==> src/rtl/fp16_operand_loader.sv <==
`default_nettype none
// ============================================================================
//  Module      : fp16_operand_loader
//  Description : Input stage of the FP16 logarithmic multiplier. Collects two
//                byte-serial FP16 operands (A on in_a_byte, B on in_b_byte,
//                low byte first), flushes subnormals to signed zero,
//                classifies zero/inf/NaN for the pair and hands the result to
//                the multiplier core over a valid/ready handshake.
//  Ports       : clk, rst_n      clock (rising edge), async active-low reset
//                ena             stage enable; 0 freezes state and counter
//                in_valid/in_ready, in_a_byte/in_b_byte   byte-pair input
//                op_valid/op_ready, op_a/op_b, op_flags   operand-pair output
//                                op_flags = {any_nan, any_inf, any_zero}
//                err_tmo         one-cycle pulse when a frame is abandoned
//                                while waiting for its high byte
//  Revision    : 1.0  initial release
// ============================================================================
module fp16_operand_loader #(
    parameter int EXP_W   = 5,
    parameter int MAN_W   = 10,
    parameter int TIMEOUT = 15
) (
    input  logic                   clk,
    input  logic                   rst_n,
    input  logic                   ena,
    input  logic                   in_valid,
    input  logic [7:0]             in_a_byte,
    input  logic [7:0]             in_b_byte,
    output logic                   in_ready,
    output logic                   op_valid,
    input  logic                   op_ready,
    output logic [EXP_W+MAN_W:0]   op_a,
    output logic [EXP_W+MAN_W:0]   op_b,
    output logic [2:0]             op_flags,
    output logic                   err_tmo
);

    localparam int         c_W        = 1 + EXP_W + MAN_W;
    localparam logic [7:0] c_TMO_LAST = 8'(TIMEOUT - 1);

    typedef enum logic [1:0] {
        S_IDLE = 2'd0,
        S_HI   = 2'd1,
        S_HOLD = 2'd2
    } state_t;

    state_t     r_state;
    state_t     w_state_nxt;
    logic [7:0] r_cnt;
    logic [7:0] w_cnt_nxt;
    logic       w_tmo_fire;
    logic       w_accept;

    logic [7:0]     r_lo_a;
    logic [7:0]     r_lo_b;
    logic [c_W-1:0] r_op_a;
    logic [c_W-1:0] r_op_b;
    logic [2:0]     r_flags;
    logic           r_err_tmo;

    // ------------------------------------------------------------------------
    // Handshake. in_ready depends only on registered state (plus ena), so the
    // source never sees a combinational path from its own in_valid. It is
    // also held low while reset is asserted.
    // ------------------------------------------------------------------------
    assign in_ready = ena & rst_n & ((r_state == S_IDLE) | (r_state == S_HI));
    assign w_accept = in_valid & in_ready;
    assign op_valid = (r_state == S_HOLD);

    // ------------------------------------------------------------------------
    // FSM: state and timeout counter registers
    // ------------------------------------------------------------------------
    always_ff @(posedge clk or negedge rst_n) begin
        if (!rst_n) begin
            r_state <= S_IDLE;
            r_cnt   <= 8'd0;
        end else begin
            r_state <= w_state_nxt;
            r_cnt   <= w_cnt_nxt;
        end
    end

    // ------------------------------------------------------------------------
    // FSM: next state, counter and timeout strobe
    // ------------------------------------------------------------------------
    always_comb begin
        w_state_nxt = r_state;
        w_cnt_nxt   = r_cnt;
        w_tmo_fire  = 1'b0;
        case (r_state)
            S_IDLE: begin
                if (w_accept) begin
                    w_state_nxt = S_HI;
                    w_cnt_nxt   = 8'd0;
                end
            end
            S_HI: begin
                if (w_accept) begin
                    w_state_nxt = S_HOLD;
                    w_cnt_nxt   = 8'd0;
                end else if (ena) begin
                    // The counter is compared before incrementing, so the
                    // abort lands on the TIMEOUT-th waiting cycle.
                    if (r_cnt == c_TMO_LAST) begin
                        w_state_nxt = S_IDLE;
                        w_cnt_nxt   = 8'd0;
                        w_tmo_fire  = 1'b1;
                    end else begin
                        w_cnt_nxt = r_cnt + 8'd1;
                    end
                end
            end
            S_HOLD: begin
                // The core runs independently of ena, so the handshake
                // completes even while this stage is disabled.
                if (op_ready) begin
                    w_state_nxt = S_IDLE;
                end
            end
            default: begin
                w_state_nxt = S_IDLE;
                w_cnt_nxt   = 8'd0;
            end
        endcase
    end

    // ------------------------------------------------------------------------
    // Word assembly, subnormal flush and per-operand classification. The high
    // byte comes straight from the input lane so the final word is registered
    // on the same edge that accepts it.
    // ------------------------------------------------------------------------
    logic [c_W-1:0] w_raw  [2];
    logic [c_W-1:0] w_word [2];
    logic [1:0]     w_zero;
    logic [1:0]     w_inf;
    logic [1:0]     w_nan;

    assign w_raw[0] = c_W'({in_a_byte, r_lo_a});
    assign w_raw[1] = c_W'({in_b_byte, r_lo_b});

    genvar gi;
    for (gi = 0; gi < 2; gi++) begin : g_op
        logic             w_sign;
        logic [EXP_W-1:0] w_exp;
        logic [MAN_W-1:0] w_man;

        assign w_sign = w_raw[gi][c_W-1];
        assign w_exp  = w_raw[gi][c_W-2 -: EXP_W];
        assign w_man  = w_raw[gi][MAN_W-1:0];

        // Exponent zero covers both true zero and subnormals; both become
        // signed zero and count as zero for classification.
        assign w_zero[gi] = (w_exp == '0);
        assign w_inf[gi]  = (&w_exp) & ~(|w_man);
        assign w_nan[gi]  = (&w_exp) &  (|w_man);

        assign w_word[gi] = w_zero[gi] ? {w_sign, {(c_W-1){1'b0}}} : w_raw[gi];
    end

    logic w_any_nan;
    logic w_any_inf;
    logic w_any_zero;

    // inf * 0 is invalid and reported as NaN; NaN masks the other flags.
    assign w_any_nan  = (|w_nan) | (w_inf[0] & w_zero[1]) | (w_inf[1] & w_zero[0]);
    assign w_any_inf  = (|w_inf)  & ~w_any_nan;
    assign w_any_zero = (|w_zero) & ~w_any_nan;

    // ------------------------------------------------------------------------
    // Datapath registers
    // ------------------------------------------------------------------------
    always_ff @(posedge clk or negedge rst_n) begin
        if (!rst_n) begin
            r_lo_a    <= 8'd0;
            r_lo_b    <= 8'd0;
            r_op_a    <= '0;
            r_op_b    <= '0;
            r_flags   <= 3'd0;
            r_err_tmo <= 1'b0;
        end else begin
            r_err_tmo <= w_tmo_fire;
            if (w_accept && (r_state == S_IDLE)) begin
                r_lo_a <= in_a_byte;
                r_lo_b <= in_b_byte;
            end else if (w_tmo_fire) begin
                r_lo_a <= 8'd0;
                r_lo_b <= 8'd0;
            end
            if (w_accept && (r_state == S_HI)) begin
                r_op_a  <= w_word[0];
                r_op_b  <= w_word[1];
                r_flags <= {w_any_nan, w_any_inf, w_any_zero};
            end
        end
    end

    assign op_a     = r_op_a;
    assign op_b     = r_op_b;
    assign op_flags = r_flags;
    assign err_tmo  = r_err_tmo;

endmodule
`default_nettype wire

==> config.mk <==
export PLATFORM = sky130hd
export DESIGN_NAME = fp16_operand_loader
export DESIGN_NICKNAME = d
export VERILOG_FILES = /design/src/rtl/fp16_operand_loader.sv
export SDC_FILE = /design/constraint.sdc
export NUM_CORES = 1
export LEC_CHECK = 0
export ABC_AREA = 1
export CAP_MARGIN = 20
export CORE_MARGIN = 8
export CORE_UTILIZATION = 50
export DETAILED_ROUTE_END_ITERATION = 10
export DONT_BUFFER_PORTS = 1
export GPL_ROUTABILITY_DRIVEN = 0
export HOLD_SLACK_MARGIN = 0.06
export PLACE_DENSITY = 0.7
export SLEW_MARGIN = 20
export SYNTH_ARGS = -nofsm -noshare
export SYNTH_HDL_FRONTEND = slang
export SYNTH_SLANG_ARGS = --single-unit
==> constraint.sdc <==
create_clock -name clk -period 4.3 [get_ports clk]
set_input_delay 0.645 -clock clk [delete_from_list [all_inputs] [get_ports clk]]
set_output_delay 0.645 -clock clk [all_outputs]
set_load 0.1 [all_outputs]
* After elaboration in Yosys (flattened, before gate mapping) *
Index checks and enable logic that the tools add are counted.

storage, ports and cells
  register bits = 62
  input port bits = 21
  output and inout bits = 38
  word-level logic and storage cells = 69

operators by class
  $add $sub $neg = 1
  eq/ne operators = 7
  mux-type cells = 20
  bitwise operators = 18
  reductions and logical operators = 15

operator list
  cell                                                                     number
  8-bit two-way mux                                                        7
  15-bit two-way mux                                                       2
  8-bit case mux with 3 select lines                                       1
  10-bit OR reduction                                                      2
  1-bit bitwise AND                                                        11
  5-bit zero test                                                          2
  2-bit two-way mux                                                        5
  5-bit AND reduction                                                      2
  8-bit by 1-bit adder with 8-bit output, second input constant            1
  8-bit by 4-bit == test with 1-bit output, second input constant          1
  2-bit case mux with 3 select lines                                       1
  2-bit OR reduction                                                       3
  1-bit two-way mux                                                        4
  1-bit inverter                                                           4
  4-bit AND reduction                                                      1
  3-bit by 2-bit inequality test with 1-bit output, second input constant  1
  3-bit inequality test, second input constant                             1
  1-bit bitwise OR                                                         3
  3-bit AND reduction                                                      1
  2-bit by 1-bit == test with 1-bit output, second input constant          1
  2-bit == test, second input constant                                     1
  1-bit logical AND                                                        2
  2-bit zero test                                                          1
  2-bit by 1-bit inequality test with 1-bit output, second input constant  1
  other kinds (2)                                                          2

* Logic depth before layout (Yosys ltp) *
Gate-level depths: netlist (run 1).

  word-level depth = 8
  depth in mapped cells = 9
  gate-level depth less buffers = 9

* Worst setup path after synthesis (run 1) *
OpenSTA, ideal clock, no wires.

  path kind = input-to-output
  start point = input port ena
  end point = output port in_ready
  arrival time = 1.943 ns
  required time = 3.655 ns
  setup slack = 1.712 ns
  cell stages on the path = 2
  path buffers = 0
  cells stage by stage = nand2_1 nor2_1

on the way
  longest elaborated chain between the ends = 2

ends and longest elaborated chain
  what                            line  RTL
  from (decl)                     25    input logic ena,
  1-bit bitwise AND (2 in a row)  66    assign in_ready = ena & rst_n & ((r_state == S_IDLE) | (r_state == S_HI));
  to (decl)                       29    output logic in_ready,

Every way passes these cells.

* Final worst setup path (run 1) *
  start point = register r_state[1]
  end point = output port op_valid

on the way
  longest elaborated chain between the ends = 1

ends and longest elaborated chain
  what                    line  RTL
  from (decl)             47    state_t r_state;
  from (signal assigned)  78    r_state <= w_state_nxt;
  2-bit == test           68    assign op_valid = (r_state == S_HOLD);
  to (decl)               30    output logic op_valid,

Every way passes these cells.

==> results of run 1 <==
==> stage by stage <==
step	utilization, %	area, um^2
after floorplan	-	2811
after global placement	52.29	2861
after detailed placement	52.29	2861
after CTS	56.24	3078
after global routing	56.24	3078
final	56.24	3078
==> area by class of cell <==
| type | count | area, um^2 |
|---|---|---|
| repair buffers | 2 | 35.03 |
| well taps | 72 | 90.09 |
| flip-flops and latches | 62 | 1551 |
| clock inverters | 4 | 47.55 |
| inverters | 28 | 105.1 |
| clock buffers | 11 | 141.4 |
| multi-input cells | 251 | 1107 |
| fillers | 545 | 2395 |
==> registers in the layout, indices dropped and copies added (netlist names) <==
name	cells
err_tmo	1
op_a	16
op_flags	3
r_lo_a	8
r_cnt	8
r_state	2
r_lo_b	8
op_b	16
==> worst max-delay path, stage by stage (launching register included) <==
cell     delay (ns)
dfrtp_1        0.44
inv_1          0.13
nor2_2         0.84
==> what timing repair did <==
action	in CTS	in global routing
hold buffers	1	0
endpoints found under the hold margin	62	0
endpoints found under the setup margin	0	0
==> layer usage <==
| layer | vias to the layer above | track usage [%] | share of wire [%] |
|---|---|---|---|
| met5 | - | 0 | 0 |
| met4 | 0 | 9.141 | 1.9 |
| met3 | 11 | 4.362 | 5.7 |
| met2 | 59 | 27.87 | 50 |
| met1 | 1109 | 19.54 | 43 |
| li1 | 1107 | - | - |
==> cell families (layout without fill, tap and decap cells) <==
| kind of cell | Yosys count | count (layout) | share of synthesized area (%) |
|---|---|---|---|
| DFF | 62 | 62 | 55.18 |
| buffers and inverters | 40 | 45 | 5.607 |
| and+or+nand+nor | 234 | 234 | 35.42 |
| AOI/OAI and AO/OA | 15 | 15 | 2.893 |
| adders and majority gates | 2 | 2 | 0.8899 |
==> worst max path at each step <==
stage / startpoint / end / depth (start not counted)
finish: r_state[1] / op_valid / 2
global route: r_state[1] / op_valid / 2
CTS: r_state[1] / op_valid / 2
detailed placement: rst_n / in_ready / 2
global placement: rst_n / in_ready / 2
floorplan: ena / in_ready / 2
==> Yosys cell counts <==
| master | n |
|---|---|
| clkbuf_1 | 6 |
| inv_1 | 26 |
| o21ai_0 | 11 |
| o21ai_2 | 1 |
| and2_0 | 2 |
| dfrtp_1 | 62 |
| o21bai_1 | 1 |
| nor3_1 | 1 |
| nand3_1 | 51 |
| inv_2 | 2 |
| nand3_2 | 1 |
| nor2_1 | 28 |
| ha_1 | 2 |
| or2_2 | 2 |
| buf_2 | 6 |
| nand2_1 | 139 |
| nor2_4 | 1 |
| nand4_1 | 5 |
| nand4_2 | 1 |
| a21oi_1 | 2 |
| nor2_2 | 3 |
==> results.sh, run 1 <==
export IMPL_reg2reg_depth=7
export IMPL_maxSlewHeadroom_pct=27.36
export IMPL_ys_warn_count=0
export IMPL_postSynthNetCount=376
export IMPL_drt_iter0_drc=134
export IMPL_root_buffer="clkbuf_8"
export IMPL_diodes=0
export IMPL_place_ws_ns=2.127
export IMPL_layout_commonest_cell="nand2_1"
export IMPL_grt_max_degree=63
export IMPL_finalClockSkew_ns=0.007456
export IMPL_cts_made_buffers=9
export IMPL_timing_fmax_mhz=418.4
export IMPL_reg2reg_from="r_state[1]"
export IMPL_tns_ns=0
export IMPL_rows=27
export IMPL_timing_rr_end="op_flags[2]"
export IMPL_drv_cap=0
export IMPL_htree_levels=3
export IMPL_core_region_area_um2=5473
export IMPL_grt_pass1_vias=2301
export IMPL_ios=59
export IMPL_synth_area_leaders="dfrtp_1 55%, nand2_1 19%, nand3_1 9.1%, nor2_1 3.7%, inv_1 3.5%"
export IMPL_setup_slack_ns=1.910
export IMPL_clk_pin_slew_ns=0.07
export IMPL_portBuffers=0
export IMPL_critPathArrivalTime_ns=1.74
export IMPL_regToRegSetupSlack_ns=2.28
export IMPL_yosysTopAreaCellShare_pct=55.18
export IMPL_overflow=0
export IMPL_dp_hpwl_um=4536
export IMPL_setup_viol=0
export IMPL_ys_ff_latch=62
export IMPL_synth_area_per_cell_um2=7.964
export IMPL_fin_nets=377
export IMPL_critPathMaxFanout=4
export IMPL_vias=2286
export IMPL_min_period_ns=2.390
export IMPL_clk_latency_ns=0.34
export IMPL_hold_viol=0
export IMPL_rsz0062_at_grt="false"
export IMPL_cts_tree="done"
export IMPL_dieArea_um2=8278
export IMPL_syn_area_um2=2811
export IMPL_area_delta_synth_final_pct=9.479
export IMPL_fin_cells=430
export IMPL_dr_pass1_iters=6
export IMPL_die_width_um=90.99
export IMPL_track_usage_pct=16.82
export IMPL_worst_ep_required_time_ns=3.65
export IMPL_wl_per_cell_um=15.59
export IMPL_viasPerCell=5.316
export IMPL_cts_buffer_depth=2
export IMPL_start_util_pct=51.37
export IMPL_clock_sinks=62
export IMPL_ys_seq_area_share_pct=55.18
export IMPL_syn_inst=353
export IMPL_post_cts_setup_buffers=0
export IMPL_end_kind="output port"
export IMPL_grt_pass1_wl_um=11230
export IMPL_slew_viol_final=0
export IMPL_post_place_cells=414
export IMPL_antenna_found_initial=0
export IMPL_cts_repair_resized=0
export IMPL_drive_gt1_share_pct=8.101
export IMPL_fin_worst_hold_slack_ns=0.1779
export IMPL_startpoint_type="flip-flop"
export IMPL_die_height_um=90.99
export IMPL_wirelength_um=6704
export IMPL_mostFrequentLayoutCells="139 x nand2_1, 62 x dfrtp_1, 51 x nand3_1"
export IMPL_fin_crit_sh_pct=55.58
export IMPL_tightest_slew_ns=1.088
export IMPL_crit_type="reg -> out"
export IMPL_synthDistinctLibCells=21
export IMPL_worstHoldPathType="in -> async"
export IMPL_drcViolationCount=0
export IMPL_yosys_area_top_type="dfrtp_1"
export IMPL_antenna_left=0
export IMPL_status="finished, final reports clean"
Power of run 1 is not shown: default switching activity piles up to over one toggle a cycle in this logic, so the estimate is an artifact.
==> inputs of run 2 (changes only) <==
Clock period 4.3 ns to 2.2 ns, I/O delays scaled along.
==> run 2 against run 1 <==
Effect of this change: clock-buffer cell count is 1 higher; register-to-register slack worse by 1.8 ns; worst hold slack worse by 0.072 ns; wire length grew 2.8%.
==> results.sh, run 2 (same netlist as run 1, synthesis figures left out) <==
export IMPL_end_kind="flip-flop"
export IMPL_die_width_um=90.99
export IMPL_drv_cap=0
export IMPL_p_switching_uw=3191
export IMPL_finalClockSkew_ns=0.006772
export IMPL_drcViolationCount=0
export IMPL_cp_slowest_cell="dfrtp_1"
export IMPL_fin_crit_sh_pct=76.05
export IMPL_rows=27
export IMPL_place_ws_ns=0.5434
export IMPL_fin_nets=417
export IMPL_worstHoldStart="in_b_byte[3]"
export IMPL_portBuffers=0
export IMPL_start_util_pct=51.37
export IMPL_critPathArrivalTime_ns=1.89
export IMPL_dr_pass1_iters=4
export IMPL_cts_made_buffers=9
export IMPL_clk_pin_slew_ns=0.07
export IMPL_min_period_ns=1.673
export IMPL_core_region_area_um2=5473
export IMPL_setup_viol=0
export IMPL_swShare_pct=53.17
export IMPL_cts_repair_resized=0
export IMPL_timing_rr_end="r_lo_b[0]"
export IMPL_max_stage_delay_ns=0.42
export IMPL_area_delta_synth_final_pct=21.18
export IMPL_wirelength_um=6891
export IMPL_tns_ns=0
export IMPL_setup_slack_ns=0.5269
export IMPL_maxSlewHeadroom_pct=55.91
export IMPL_cts_buffer_depth=2
export IMPL_status="finished, final reports clean"
export IMPL_clock_sinks=62
export IMPL_reg2reg_depth=6
export IMPL_cp_cell_sequence="inv_1 -> nand4_2 -> nor2_2 -> inv_2 -> nand3_1 -> nand2_1"
export IMPL_routed_wl_met3_um=560
export IMPL_worstHoldPathType="in -> reg"
export IMPL_post_cts_setup_buffers=0
export IMPL_regToRegSetupSlack_ns=0.53
export IMPL_cp_depth=6
export IMPL_ir_worst_vdd_mv=1.166
export IMPL_diodes=0
export IMPL_cellLeakagePower_uw=0.001857
export IMPL_tightest_slew_ns=0.6604
export IMPL_cp_num_buf_inv=2
export IMPL_combPwrFrac_pct=52.1
export IMPL_slew_viol_final=0
export IMPL_grt_pass1_vias=2397
export IMPL_hold_depth=2
export IMPL_fin_cells=471
export IMPL_rsz0062_at_grt="false"
export IMPL_viasPerCell=5.140
export IMPL_root_buffer="clkbuf_8"
export IMPL_track_usage_pct=17.40
export IMPL_cts_tree="done"
export IMPL_startpoint_type="flip-flop"
export IMPL_fin_worst_hold_slack_ns=0.1059
export IMPL_wl_per_cell_um=14.63
export IMPL_mostFrequentLayoutCells="139 x nand2_1, 62 x dfrtp_1, 51 x nand3_1"
export IMPL_top_layer="met4"
export IMPL_dp_hpwl_um=4672
export IMPL_post_place_cells=453
export IMPL_seqPwrFrac_pct=29.6
export IMPL_drive_gt1_share_pct=17.04
export IMPL_reg2reg_from="r_state[1]"
export IMPL_ios=59
export IMPL_critPathMaxFanout=17
export IMPL_intPower_uw=2811
export IMPL_hold_end="op_b[11]"
export IMPL_cts_hold_buffers=2
export IMPL_crit_type="reg -> reg"
export IMPL_worst_ep_required_time_ns=2.42
export IMPL_layout_commonest_cell="nand2_1"
export IMPL_met1_length_um=2945
export IMPL_met2_wirelength_um=3255
export IMPL_clk_latency_ns=0.34
export IMPL_pwr_density_cell_nw_per_um2=1762
export IMPL_vias=2421
export IMPL_die_height_um=90.99
export IMPL_timing_fmax_mhz=597.7
export IMPL_crit_family="simple AND/OR/NAND/NOR gates"
export IMPL_hold_viol=0
export IMPL_antenna_found_initial=0
export IMPL_p_clk_share_pct=18.3
export IMPL_overflow=0
export IMPL_drt_iter0_drc=110
export IMPL_grt_pass1_wl_um=11700
export IMPL_antenna_left=0
export IMPL_grt_max_degree=63
export IMPL_dieArea_um2=8278
export IMPL_htree_levels=3
run 2: worst max path at each step:
stage	from	endpoint	slack, ns
floorplan	r_state[1]	in_ready	0.20
global placement	r_state[1]	r_lo_b[2]	0.64
detailed placement	r_state[1]	r_lo_b[0]	0.54
CTS	r_state[1]	r_lo_b[0]	0.54
global route	r_state[1]	r_lo_a[6]	0.40
finish	r_state[1]	r_lo_b[0]	0.53
run 2: final cells by class:
cell class,count,area [um^2]
fillers,499,2066
flip-flops and latches,62,1551
multi-input cells,251,1107
repair buffers,42,337.8
clock buffers,12,145.1
inverters,28,105.1
well taps,72,90.09
clock inverters,4,70.07
run 2: power groups by stage:
stage                     logic, uW  clock network (uW)  registers (uW)
after floorplan                 623                   0            3620
after global placement         3070                   0            1780
after detailed placement       3110                   0            1790
after CTS                      3150                1110            1770
after global routing           3310                1160            1820
final                          3130                1100            1770
run 2: stage by stage:
stage / util (%) / power (uW) / instance area, um^2
2_1_floorplan: - / 4241 / 2814
3_3_place_gp: 57.64 / 4847 / 3154
3_5_place_dp: 57.64 / 4902 / 3154
4_1_cts: 62.25 / 6043 / 3407
5_1_grt: 62.25 / 6286 / 3407
6_report: 62.25 / 6002 / 3407
run 2: layer usage:
metal / track usage [%] / up-vias
li1: - / 1189
met1: 20.66 / 1144
met2: 27.81 / 75
met3: 5.597 / 13
met4: 8.731 / 0
met5: 0 / -
(Power assumes the default switching activity.)
==> inputs of run 3 (changes only) <==
Settings changed: PLACE_DENSITY 0.7 to 0.73.
Clock period 2.2 ns to 1.4 ns, I/O delays scaled along.
==> run 3 against run 2 <==
Effect of this change: utilization increased by 9.4 points; the flow now finishes with violations (hold timing, setup timing); global-route usage rose by 0.52 points; clock skew up 0.0014 ns; die area did not move; wire length rose by 11%; largest power group unchanged.
==> results.sh, run 3 (same netlist as run 1, synthesis figures left out) <==
export IMPL_status="finished, violations left"
export IMPL_violations="hold timing, setup timing"
export IMPL_cellLeakagePower_uw=0.002045
export IMPL_clock_sinks=62
export IMPL_wl_per_cell_um=15.06
export IMPL_antenna_left=0
export IMPL_start_util_pct=51.37
export IMPL_nFillCells=418
export IMPL_dr_pass1_iters=5
export IMPL_setup_slack_ns=-0.06264
export IMPL_reg2reg_from="r_state[1]"
export IMPL_grt_pass1_vias=2461
export IMPL_htree_levels=3
export IMPL_mostFrequentLayoutCells="125 x nand2_1, 62 x dfrtp_1, 50 x nand3_1, 50 x buf_4, 24 x nor2_1"
export IMPL_startpoint_type="flip-flop"
export IMPL_max_stage_delay_ns=0.41
export IMPL_die_width_um=90.99
export IMPL_post_place_cells=464
export IMPL_root_buffer="clkbuf_8"
export IMPL_layout_commonest_cell="nand2_1"
export IMPL_hold_viol=62
export IMPL_track_usage_pct=17.92
export IMPL_drive_gt1_share_pct=26.48
export IMPL_overflow=0
export IMPL_cts_tree="done"
export IMPL_crit_type="reg -> reg"
export IMPL_drcViolationCount=0
export IMPL_area_delta_synth_final_pct=39.52
export IMPL_startpoint="r_state[1]"
export IMPL_cts_buffer_depth=2
export IMPL_maxSlewHeadroom_pct=79.51
export IMPL_end_kind="flip-flop"
export IMPL_fin_nets=456
export IMPL_ios=59
export IMPL_diodes=0
export IMPL_cp_slowest_cell="dfrtp_1"
export IMPL_viasPerCell=5.245
export IMPL_fin_crit_sh_pct=104.5
export IMPL_die_height_um=90.99
export IMPL_cp_cell_sequence="inv_2 -> nand4_4 -> nor2_4 -> clkinv_4 -> buf_6 -> buf_4 -> nand2_2 -> nand2_1"
export IMPL_fin_worst_hold_slack_ns=-0.4427
export IMPL_vias=2675
export IMPL_pwr_density_cell_nw_per_um2=2475
export IMPL_timing_fmax_mhz=683.7
export IMPL_utilization_pct=71.67
export IMPL_grt_pass1_wl_um=12100
export IMPL_slew_viol_final=0
export IMPL_critPathArrivalTime_ns=1.69
export IMPL_dp_hpwl_um=4893
export IMPL_finalClockSkew_ns=0.008205
export IMPL_antenna_found_initial=0
export IMPL_worstHoldPathType="in -> async"
export IMPL_fin_cells=510
export IMPL_tightest_slew_ns=0.3073
export IMPL_drv_cap=0
export IMPL_dieArea_um2=8278
export IMPL_ir_worst_vdd_mv=1.574
export IMPL_core_region_area_um2=5473
export IMPL_min_period_ns=1.463
export IMPL_worst_ep_required_time_ns=1.63
export IMPL_drt_iter0_drc=153
export IMPL_cts_made_buffers=9
export IMPL_wirelength_um=7682
export IMPL_clk_latency_ns=0.34
export IMPL_rows=27
export IMPL_critPathMaxFanout=5
export IMPL_setup_viol=27
export IMPL_rsz0062_at_grt="true"
export IMPL_clk_pin_slew_ns=0.07
export IMPL_portBuffers=0
export IMPL_grt_max_degree=65
export IMPL_cts_hold_buffers=16
[run 3: changes by cell type in the layout (fill, tap and decap cells not counted), sizes merged]
cell         before  now
inv              28   27
clkinv            2    3
dlygate4sd3       1   16
buf              41   64
clkinvlp          0    1
bufinv            2    1
clkbuf           12   13
[run 3: timing repair]
action	in CTS	in global routing
endpoints found under the setup margin	9	57
buffers inserted	2	12
endpoints found under the hold margin	93	62
gates resized for setup	7	50
pin swaps	3	15
cloned	0	2
[run 3: critical path: cells and delay by family (launching register included)]
family | cells | cell delay, ns
buf+inv | 4 | 0.47
flops | 1 | 0.41
simple gates | 4 | 0.48
[run 3: metrics by stage]
step	cell area [um^2]	setup TNS (ns)	total power (uW)	setup slack (ns)
3_3_place_gp	3311	0	7790	0.02893
2_1_floorplan	2840	-0.2932	6691	-0.03524
4_1_cts	3695	-0.05385	9477	-0.03832
5_1_grt	3923	-4.849	10110	-0.1314
6_report	3923	-0.6647	9708	-0.06264
3_5_place_dp	3311	-0.2000	7887	-0.04964
[run 3: power by group]
group / internal [uW] / switching (uW) / total, uW
Sequential: 2430 / 377 / 2810
Combinational: 1250 / 4160 / 5410
Clock: 818 / 677 / 1490
Total: 4500 / 5210 / 9710
[run 3: path summary, 6_finish.rpt]
path,endpoint,slack [ns],depth (start not counted)
setup / recovery,op_a[15],-0.06,8
hold / removal,op_a[8],-0.44,0
setup reg to reg,op_a[15],-0.06,8
hold reg to reg,op_b[8],0.48,2
max in group asynchronous,op_b[8],1.74,0
min in group clk,op_b[10],0.06,2
[run 3: final cells by class]
type                    instances  area, um^2  area share [%]
inverters                      28       112.6           2.871
clock buffers                  12       135.1           3.445
repair buffers                 81       770.7           19.65
flip-flops and latches         62        1551           39.55
well taps                      72       90.09           2.297
clock inverters                 4       47.55           1.212
multi-input cells             251        1215           30.97
[run 3: metal layers]
| metal | part of all wire, % | track usage (%) | vias up |
|---|---|---|---|
| li1 | - | - | 1277 |
| met1 | 40 | 22.05 | 1274 |
| met2 | 50 | 28.90 | 107 |
| met3 | 7.8 | 4.774 | 17 |
| met4 | 1.8 | 8.049 | 0 |
| met5 | 0 | 0 | - |
